## src/rtl/decoder_3to8_reg.sv

```systemverilog
// decoder_3to8_reg
//   Registered binary-to-one-hot decoder for control-path selects.
//   A registered IN_W-bit code drives exactly one of OUT_W lines one
//   clock after it is sampled with en=1. With en=0 the output returns
//   to the idle pattern. ACTIVE_LOW=1 inverts every output bit, so the
//   selected line is 0 and the idle lines are 1.
//
// Parameters
//   IN_W       width of the select code
//   OUT_W      output width, must equal 2**IN_W
//   ACTIVE_LOW 0: one-hot output, 1: one-cold output
//
// Ports
//   clk    rising-edge clock
//   rst    asynchronous active-high reset (out idle, valid low)
//   en     decode enable, sampled on rising clk
//   in     binary select code
//   out    registered one-hot / one-cold decode
//   valid  out holds the decode of an enabled sample
module decoder_3to8_reg #(
  parameter int IN_W       = 3,
  parameter int OUT_W      = 2 ** IN_W,
  parameter int ACTIVE_LOW = 0
) (
  input  logic              clk,
  input  logic              rst,
  input  logic              en,
  input  logic [IN_W-1:0]   in,
  output logic [OUT_W-1:0]  out,
  output logic              valid
);

  generate
    if (OUT_W != 2 ** IN_W) begin : g_bad_width
      $error("decoder_3to8_reg: OUT_W must equal 2**IN_W");
    end
  endgenerate

  // Idle pattern doubles as the polarity mask: XOR with it turns the
  // one-hot decode into one-cold when ACTIVE_LOW is set.
  localparam logic [OUT_W-1:0] IDLE = (ACTIVE_LOW != 0) ? '1 : '0;

  logic [OUT_W-1:0] dec;

  always_comb begin
    dec = OUT_W'(1) << in;
  end

  always_ff @(posedge clk or posedge rst) begin
    if (rst) begin
      out   <= IDLE;
      valid <= 1'b0;
    end else if (en) begin
      out   <= dec ^ IDLE;
      valid <= 1'b1;
    end else begin
      out   <= IDLE;
      valid <= 1'b0;
    end
  end

endmodule

```

## config.mk

```make
export PLATFORM = sky130hd
export DESIGN_NAME = decoder_3to8_reg
export DESIGN_NICKNAME = d
export VERILOG_FILES = /design/src/rtl/decoder_3to8_reg.sv
export SDC_FILE = /design/constraint.sdc
export NUM_CORES = 1
export LEC_CHECK = 0
export ABC_CLOCK_PERIOD_IN_PS = 800
export CELL_PAD_IN_SITES_DETAIL_PLACEMENT = 0
export CELL_PAD_IN_SITES_GLOBAL_PLACEMENT = 1
export CORE_AREA = 2 2 39 41
export CTS_BUF_LIST = sky130_fd_sc_hd__clkbuf_8
export DETAILED_ROUTE_END_ITERATION = 8
export DIE_AREA = 0 0 41 43
export DONT_BUFFER_PORTS = 1
export PLACE_DENSITY_LB_ADDON = 0.1
export SYNTH_ARGS = -nofsm -noshare
export SYNTH_HDL_FRONTEND = slang
export SYNTH_SLANG_ARGS = --single-unit
```

## constraint.sdc

```tcl
create_clock -name clk -period 0.8 [get_ports clk]
set_input_delay 0.04 -clock clk [delete_from_list [all_inputs] [get_ports clk]]
set_output_delay 0.04 -clock clk [all_outputs]
set_load 0.02 [all_outputs]
```

-- Yosys cells after proc, flatten, opt, wreduce, memory -nomap -nowiden
Index checks and enable logic that the tools add are counted.
- shifts and indexed selects: 1
- muxes and demuxes: 2
- operators with widths (cell ; count):
    8-bit 2-to-1 mux ; 1
    1-bit by 3-bit << shifter with 8-bit output (first input constant) ; 1
    1-bit 2-to-1 mux ; 1
- register bits after elaboration: 9
- output and inout port bits: 9
- logic and storage cells: 5

-- Depth between registers and ports, before layout
Gate-level depths: netlist of run 1.
- depth after elaboration: 2
- gate-level depth with buffers: 1
- depth with buffers taken out: 1

-- Least setup slack after synthesis of run 1
No wires, ideal clock.
- path type: register to output
- from: register out[0]
- to: output port out[0]
- arrival time: 0.416 ns
- data required time: 0.760 ns
- path slack: 0.344 ns
- stages on the path, launching flop included: 1
- cell sequence: dfrtp_1
- RTL lines (what ; line ; text):
    start, declared ; 29 ; output logic [OUT_W-1:0] out,
    start signal, assigned ; 54 ; out <= dec ^ IDLE;
No word-level cell between the ends.

-- Worst setup path after layout of run 1
- from: register out[1]
- to: output port out[1]
No word-level cell between the ends.

==> results of run 1 <==
Yosys cell counts (all sizes together):
cell type	count	area [um2]
and4	1	10.0
inv	1	3.75
and4bb	3	37.5
nor4b	1	15.0
and4b	3	32.5
dfrtp	9	225
stage by stage:
step                      hold slack, ns  utilization [%]  cells
after floorplan                   -0.132                -     18
after global placement           -0.0984             24.9     34
after detailed placement         -0.0878             24.9     34
after CTS                        0.00319             31.7     43
after global routing            0.000780             31.7     43
final                             0.0113             31.7     43
cell type report:
type | count | area (um2) | share of cell area [%]
clock buffer | 3 | 41.3 | 9.40
clock inverter | 1 | 3.75 | 0.855
inverter | 1 | 3.75 | 0.855
multi-input combinational | 8 | 95.1 | 21.7
sequential | 9 | 225 | 51.3
tap | 16 | 20.0 | 4.56
timing repair buffer | 5 | 50.0 | 11.4
power groups by stage:
stage | registers (W) | clock network [W] | logic [W]
2_1_floorplan | 0.000497 | 0 | 0.0000222
3_3_place_gp | 0.000498 | 0 | 0.0000256
3_5_place_dp | 0.000499 | 0 | 0.0000261
4_1_cts | 0.000492 | 0.000522 | 0.0000486
5_1_grt | 0.000493 | 0.000541 | 0.0000517
6_report | 0.000492 | 0.000500 | 0.0000467
worst max path at each step:
stage | end | start
2_1_floorplan | out[0] | out[0]
3_3_place_gp | out[1] | out[1]
3_5_place_dp | out[1] | out[1]
4_1_cts | out[1] | out[1]
5_1_grt | out[0] | in[2]
6_report | out[1] | out[1]
registers in the layout, indices dropped and copies added, names as in the netlist:
| name | count |
|---|---|
| valid | 1 |
| out | 8 |
kinds of logic after synthesis:
family,after synthesis,synth area share (%)
DFF,9,69.5
and+or+nand+nor,8,29.3
buffers and inverters,1,1.16
timing repair:
| action | in CTS | in global routing |
|---|---|---|
| setup buffers | 0 | 0 |
| hold buffers | 5 | 0 |
| hold endpoints to repair | 12 | 0 |
| setup endpoints to repair | 0 | 0 |
metal layers:
metal	vias to the layer above	part of all wire [%]	GRT usage [%]
met3	2	13	3.14
li1	87	-	-
met4	0	3.0	14.0
met1	93	36	8.82
met2	15	48	13.1
met5	-	0	0
==> impl_results.md, run 1 <==
- Post-Syn Area: 324 um2
- Ys Warns: 0
- Initial DRT Pass Iterations: 1
- P_leak: 0.214 nW
- Initial antenna violation count: 0
- Cell Area, Placed: 344 um2
- CP startpoint kind: flop
- Final ANT Viol Nets: 0
- Worst setup margin: 0.0872 ns
- Total I/O pin count: 15
- Slew HR: 77.8%
- Total number of vias: 197
- Tcrit/Tclk final: 89.1%
- Syn_area_per_cell: 18.0 um2
- Post-CTS Resized: 0
- Most frequent cells in the layout: dfrtp_1, dlygate4sd3_1, clkbuf_8
- Path type of the worst setup path: reg -> out
- GRT Resource Usage Total: 9.69%
- Logic pwr share: 4.5%
- Worst min path class: in -> reg
- Vias in the first global route: 222
- Total negative slack: 0 ns
- Internal: 0.000833 W
- Final Net Count: 34
- Tot Pwr: 0.00104 W
- WP data required: 0.76 ns
- Worst-margin pin slew: 0.333 ns
- Outcome: completed
- Endpoint with the worst hold slack: out[7]
- Post-place setup slack: 0.329 ns
- Routed len/inst: 14.7 um
- Die H: 43 um
- Layout cells sized above 1: 29.6%
- Clock buffer depth: 2
- Maximum number of pins on one net before global-route repair: 10
- Cell area after layout: 439 um2
- Hold Path Depth: 1
- Core ar.: 1380 um2
- Placement Rows: 14
- # port buffers: 0
- CP max FO: 1
- Clock network power share: 48.2%
- Worst setup EP type: output pin
- Fill cell count: 146
- Synthesized Nets: 24
- Max cap viols: 0
- First-pass GRT wire length: 1.03 mm
- Netlist cell types: 8
- Seq/Total Area, Yosys: 69.5%
- Diode count: 0
- Net Sw Frac: 19.8%
- H-Tree Depth: 1
- Max-slew violation count: 0
- P_sw: 0.000205 W
- Detailed Route WL: 631 um
- Flop pwr share: 47.3%
- Reg clk slew, reported paths: 0.04 ns
- Post-Synthesis Cells: 18
- Final Hold Viols: 0
- Hold Startpoint: in[2]
- Gpl congestion: 0.568
- Starting Density: 23.4%
- Fmax: 1400 MHz
- CP Depth: 0
- Unrepaired setup endpoints after global routing: no
- Root buffer cell: clkbuf_8
- Die width: 41 um
- Worst vdd ir: 0.562 mV
- Area growth syn-to-layout: 35.5%
- Clk sinks: 9
- Arrival @ worst endpoint: 0.67 ns
- TritonCTS clock tree: built
- Vias/cell: 4.58
- DRT iter0 DRCs: 0
- Hpwl dp: 436 um
- Setup violators final: 0
- Fin crit period: 0.713 ns
- Full die area: 1760 um2
- PD cells: 2360 nW/um2
- Residual DRC count: 0
- Gr ovfl total: 0
- Synth Register Bits: 9
- Commonest non-fill, non-tap cell in the layout: dfrtp_1
- Number of CTS-inserted buffers: 3
(Power assumes the default switching activity.)
==> run 2: changes to the inputs <==
Settings changed: ABC_CLOCK_PERIOD_IN_PS 800 to 900, PLACE_DENSITY_LB_ADDON 0.1 to 0.2.
Clock period 0.8 ns to 0.9 ns, I/O delays scaled along.
==> run 2 against run 1 <==
  * First-iteration DRC count increased by 2
  * Routed wire length decreased by 3.2%
  * Die area is the same
  * Total power shrank 12%
  * Via count up 0.51%
  * Highest routed layer is now met3
  * Combinational power decreased by 11%
  * Setup slack gained 0.091 ns
  * Cell count unchanged
  * Cell area stayed put
  * Sequential power fell by 11%
  * Critical path type is now in -> reg
  * Clock-buffer cell count did not move
==> impl_results.md, run 2 (synthesis gave the netlist of run 1 again) <==
- Buffers and inverters on the worst path: 1
- Diode count: 0
- Footprint of the multi-input gates: 95.1 um2
- Endpoint with the worst hold slack: out[3]
- Reg clk slew, reported paths: 0.04 ns
- Clk sinks: 9
- Internal: 0.000740 W
- WP data required: 1.03 ns
- P_sw: 0.000174 W
- Total negative slack: 0 ns
- Hold Path Depth: 1
- Root buffer cell: clkbuf_8
- TritonCTS clock tree: built
- Placement Rows: 14
- Met3 wire length: 76 um
- Detailed Route WL: 611 um
- Gpl congestion: 0.611
- Post-layout util: 31.7%
- CP max stage cell: dlygate4sd3_1
- P_leak: 0.214 nW
- Top Registers: out: 8 flops, valid: 1 flops
- DRT iter0 DRCs: 2
- Tcrit/Tclk final: 80.2%
- Cell Chain, Critical Path: dlygate4sd3_1 > nor4b_2
- Max reg flops: 8
- Worst min path class: in -> reg
- Number of CTS-inserted buffers: 3
- Fin crit period: 0.722 ns
- Clock network power share: 47.6%
- Max-slew violation count: 0
- Core ar.: 1380 um2
- Residual DRC count: 0
- Unrepaired setup endpoints after global routing: no
- # port buffers: 0
- Wire length on met2: 292 um
- CP max stage delay: 0.55 ns
- Logic pwr share: 4.5%
- Commonest non-fill, non-tap cell in the layout: dfrtp_1
- Worst vdd ir: 0.884 mV
- Final Hold Viols: 0
- Hpwl dp: 417 um
- Starting Density: 23.4%
- Area growth syn-to-layout: 35.5%
- Most frequent cells in the layout: dfrtp_1, dlygate4sd3_1, clkbuf_8
- Gr ovfl total: 0
- Vias/cell: 4.60
- CP max FO: 8
- Vias in the first global route: 209
- Initial DRT Pass Iterations: 2
- Flop pwr share: 47.8%
- Net Sw Frac: 19.0%
- Setup violators final: 0
- DR top layer: met3
- Fill cell count: 139
- Tot Pwr: 0.000914 W
- Routed len/inst: 14.2 um
- PD cells: 2080 nW/um2
- Layout cells sized above 1: 29.6%
- Final ANT Viol Nets: 0
- Arrival @ worst endpoint: 0.85 ns
- H-Tree Depth: 1
- Max cap viols: 0
- Biggest register: out
- CP startpoint kind: primary input
- Final Net Count: 34
- Die H: 43 um
- Slew HR: 78.3%
- Initial antenna violation count: 0
- Maximum number of pins on one net before global-route repair: 10
- Total I/O pin count: 15
- Worst-margin pin slew: 0.326 ns
- Outcome: completed
- Cell Area, Placed: 344 um2
- Fmax: 1390 MHz
- Path type of the worst setup path: in -> reg
- Worst setup EP type: flop
- Cell family with most CP delay: buffers and inverters
- Die width: 41 um
- FF+latch area: 225 um2
- First-pass GRT wire length: 890 um
- Hold Startpoint: en
- Full die area: 1760 um2
- Met1 WL: 242 um
- Clock buffer depth: 2
- Total number of vias: 198
- GRT Resource Usage Total: 8.72%
- Cell area after layout: 439 um2
## run 2: final cells by class
cell class	instances	area share (%)
clock inverters	1	0.855
multi-input cells	8	21.7
flip-flops and latches	9	51.3
clock buffers	3	9.40
well taps	16	4.56
inverters	1	0.855
repair buffers	5	11.4
## run 2: stage by stage
| step | setup WS (ns) | cells | hold WS, ns |
|---|---|---|---|
| after floorplan | 0.439 | 18 | -0.127 |
| after global placement | 0.429 | 34 | -0.0908 |
| after detailed placement | 0.426 | 34 | -0.0841 |
| after CTS | 0.178 | 43 | 0.00359 |
| after global routing | 0.111 | 43 | 0.00164 |
| final | 0.178 | 43 | 0.00765 |
## run 2: worst max-delay path by stage
| stage | startpoint | end | slack (ns) | cells past startpoint |
|---|---|---|---|---|
| after floorplan | out[0] | out[0] | 0.44 | 0 |
| after global placement | out[1] | out[1] | 0.43 | 0 |
| after detailed placement | out[6] | out[6] | 0.43 | 0 |
| after CTS | out[4] | out[4] | 0.18 | 0 |
| after global routing | in[2] | out[0] | 0.11 | 2 |
| final | in[2] | out[0] | 0.18 | 2 |
## run 2: power groups by stage
stage / Clock, W / Sequential [W] / Combinational, W
final: 0.000435 / 0.000437 / 0.0000415
after global routing: 0.000487 / 0.000438 / 0.0000456
after CTS: 0.000455 / 0.000437 / 0.0000426
after detailed placement: 0 / 0.000443 / 0.0000228
after global placement: 0 / 0.000443 / 0.0000226
after floorplan: 0 / 0.000442 / 0.0000198
## run 2: what timing repair did
item,in CTS,in global routing
hold endpoints to repair,11,0
hold buffers,5,0
gates resized for setup,0,0
buffers inserted,0,0
## run 2: metal layers
metal  track usage [%]  up-vias
met5                 0        -
met4              8.00        0
met3              7.85        0
met2              10.9       14
met1              7.97       98
li1                  -       86
==> run 3: changes to the inputs <==
Settings changed: ABC_CLOCK_PERIOD_IN_PS 900 to 800.
Clock period 0.9 ns to 0.8 ns, I/O delays scaled along.
==> run 3 against run 2 <==
  * Sequential power grew 13%
  * Global-route usage fell by 0.10 points
  * Core utilization grew 0.72 points
  * Combinational power increased by 22%
  * First-iteration DRC count stayed put
  * Sequential cell count did not move
  * Setup slack got worse by 0.097 ns
  * Cell area up 2.3%
  * Non-clock buffer count increased by 1
  * Critical path type unchanged
  * Critical endpoint unchanged
  * Highest routed layer unchanged
==> impl_results.md, run 3 (synthesis gave the netlist of run 1 again) <==
- Outcome: completed
- Commonest non-fill, non-tap cell in the layout: dfrtp_1
- Net Sw Frac: 19.1%
- Setup violators final: 0
- Logic pwr share: 4.9%
- Full die area: 1760 um2
- Post-CTS Resized: 0
- Total I/O pin count: 15
- Slew HR: 78.3%
- Most frequent cells in the layout: dfrtp_1, dlygate4sd3_1, clkbuf_8
- Placement Rows: 14
- Maximum number of pins on one net before global-route repair: 10
- Residual DRC count: 0
- Arrival @ worst endpoint: 0.85 ns
- Final Hold Viols: 0
- First-pass GRT wire length: 897 um
- Detailed Route WL: 614 um
- Starting Density: 23.4%
- Hpwl dp: 417 um
- Total number of vias: 201
- CP max stage delay: 0.55 ns
- Buffers and inverters on the worst path: 1
- Clk sinks: 9
- Die width: 41 um
- Path type of the worst setup path: in -> reg
- Top Registers: out: 8 flops, valid: 1 flops
- Layout cells sized above 1: 28.6%
- Gr ovfl total: 0
- TritonCTS clock tree: built
- Number of CTS-inserted buffers: 3
- Cell Chain, Critical Path: dlygate4sd3_1 > nor4b_2
- Root buffer cell: clkbuf_8
- Max-slew violation count: 0
- Worst vdd ir: 0.991 mV
- Vias in the first global route: 214
- Core ar.: 1380 um2
- P_leak: 0.218 nW
- Biggest register: out
- CP startpoint kind: primary input
- Worst setup EP type: flop
- WP data required: 0.93 ns
- Internal: 0.000836 W
- Total negative slack: 0 ns
- Final ANT Viol Nets: 0
- Max cap viols: 0
- Flop pwr share: 47.6%
- Tcrit/Tclk final: 89.9%
- Initial DRT Pass Iterations: 2
- DRT iter0 DRCs: 2
- Post-place setup slack: 0.331 ns
- Area growth syn-to-layout: 38.6%
- Initial antenna violation count: 0
- Worst min path class: in -> reg
- Die H: 43 um
- Cell family with most CP delay: buffers and inverters
- PD cells: 2300 nW/um2
- CP max stage cell: dlygate4sd3_1
- Clock network power share: 47.4%
- Reg clk slew, reported paths: 0.04 ns
- Final Net Count: 35
- CP max FO: 8
- Clock buffer depth: 2
- Vias/cell: 4.57
- Postcts setup bufs: 0
- # port buffers: 0
- Routed len/inst: 14.0 um
- Fmax: 1390 MHz
- Unrepaired setup endpoints after global routing: no
- Max reg flops: 8
- Diode count: 0
- Gpl congestion: 0.611
- GRT Resource Usage Total: 8.62%
- Fin crit period: 0.719 ns
- Worst-margin pin slew: 0.325 ns
- H-Tree Depth: 1
- P_sw: 0.000197 W
- Worst setup margin: 0.0807 ns
[run 3: path summary, 6_finish.rpt]
| path | endpoint | depth (start not counted) | from |
|---|---|---|---|
| max in group asynchronous | out[2] | 2 | rst |
| worst min-delay path | out[4] | 1 | in[1] |
| worst max-delay path | out[0] | 2 | in[2] |
| min in group asynchronous | out[0] | 2 | rst |
[run 3: cell type report]
cell class / instances / area, um2
Multi-Input combinational cell: 8 / 95.1
Timing Repair Buffer: 6 / 60.1
Sequential cell: 9 / 225
Fill cell: 140 / 935
Tap cell: 16 / 20.0
Clock buffer: 3 / 41.3
Clock inverter: 1 / 3.75
Inverter: 1 / 3.75
[run 3: timing repair]
item | in CTS | in global routing
hold buffers | 5 | 1
setup endpoints to repair | 0 | 0
hold endpoints to repair | 12 | 1
[run 3: power by group through the flow]
stage               registers, W   logic, W  clock network, W
floorplan               0.000497  0.0000222                 0
global placement        0.000498  0.0000254                 0
detailed placement      0.000499  0.0000256                 0
CTS                     0.000492  0.0000484          0.000512
global route            0.000493  0.0000553          0.000548
finish                  0.000492  0.0000507          0.000490
[run 3: through the flow]
step / cells / util (%) / hold WS (ns) / instance area, um2 / power (W)
after floorplan: 18 / - / -0.132 / 324 / 0.000519
after global placement: 34 / 24.9 / -0.0958 / 344 / 0.000524
after detailed placement: 34 / 24.9 / -0.0891 / 344 / 0.000524
after CTS: 43 / 31.7 / 0.00684 / 439 / 0.00105
after global routing: 44 / 32.5 / 0.00617 / 449 / 0.00110
final: 44 / 32.5 / 0.0110 / 449 / 0.00103
[run 3: per-layer routing]
layer	routed length [um]	vias to the layer above	track usage, %
li1	-	90	-
met1	257	98	7.97
met2	287	13	11.3
met3	69	0	6.81
met4	0	0	8.00
met5	0	-	0
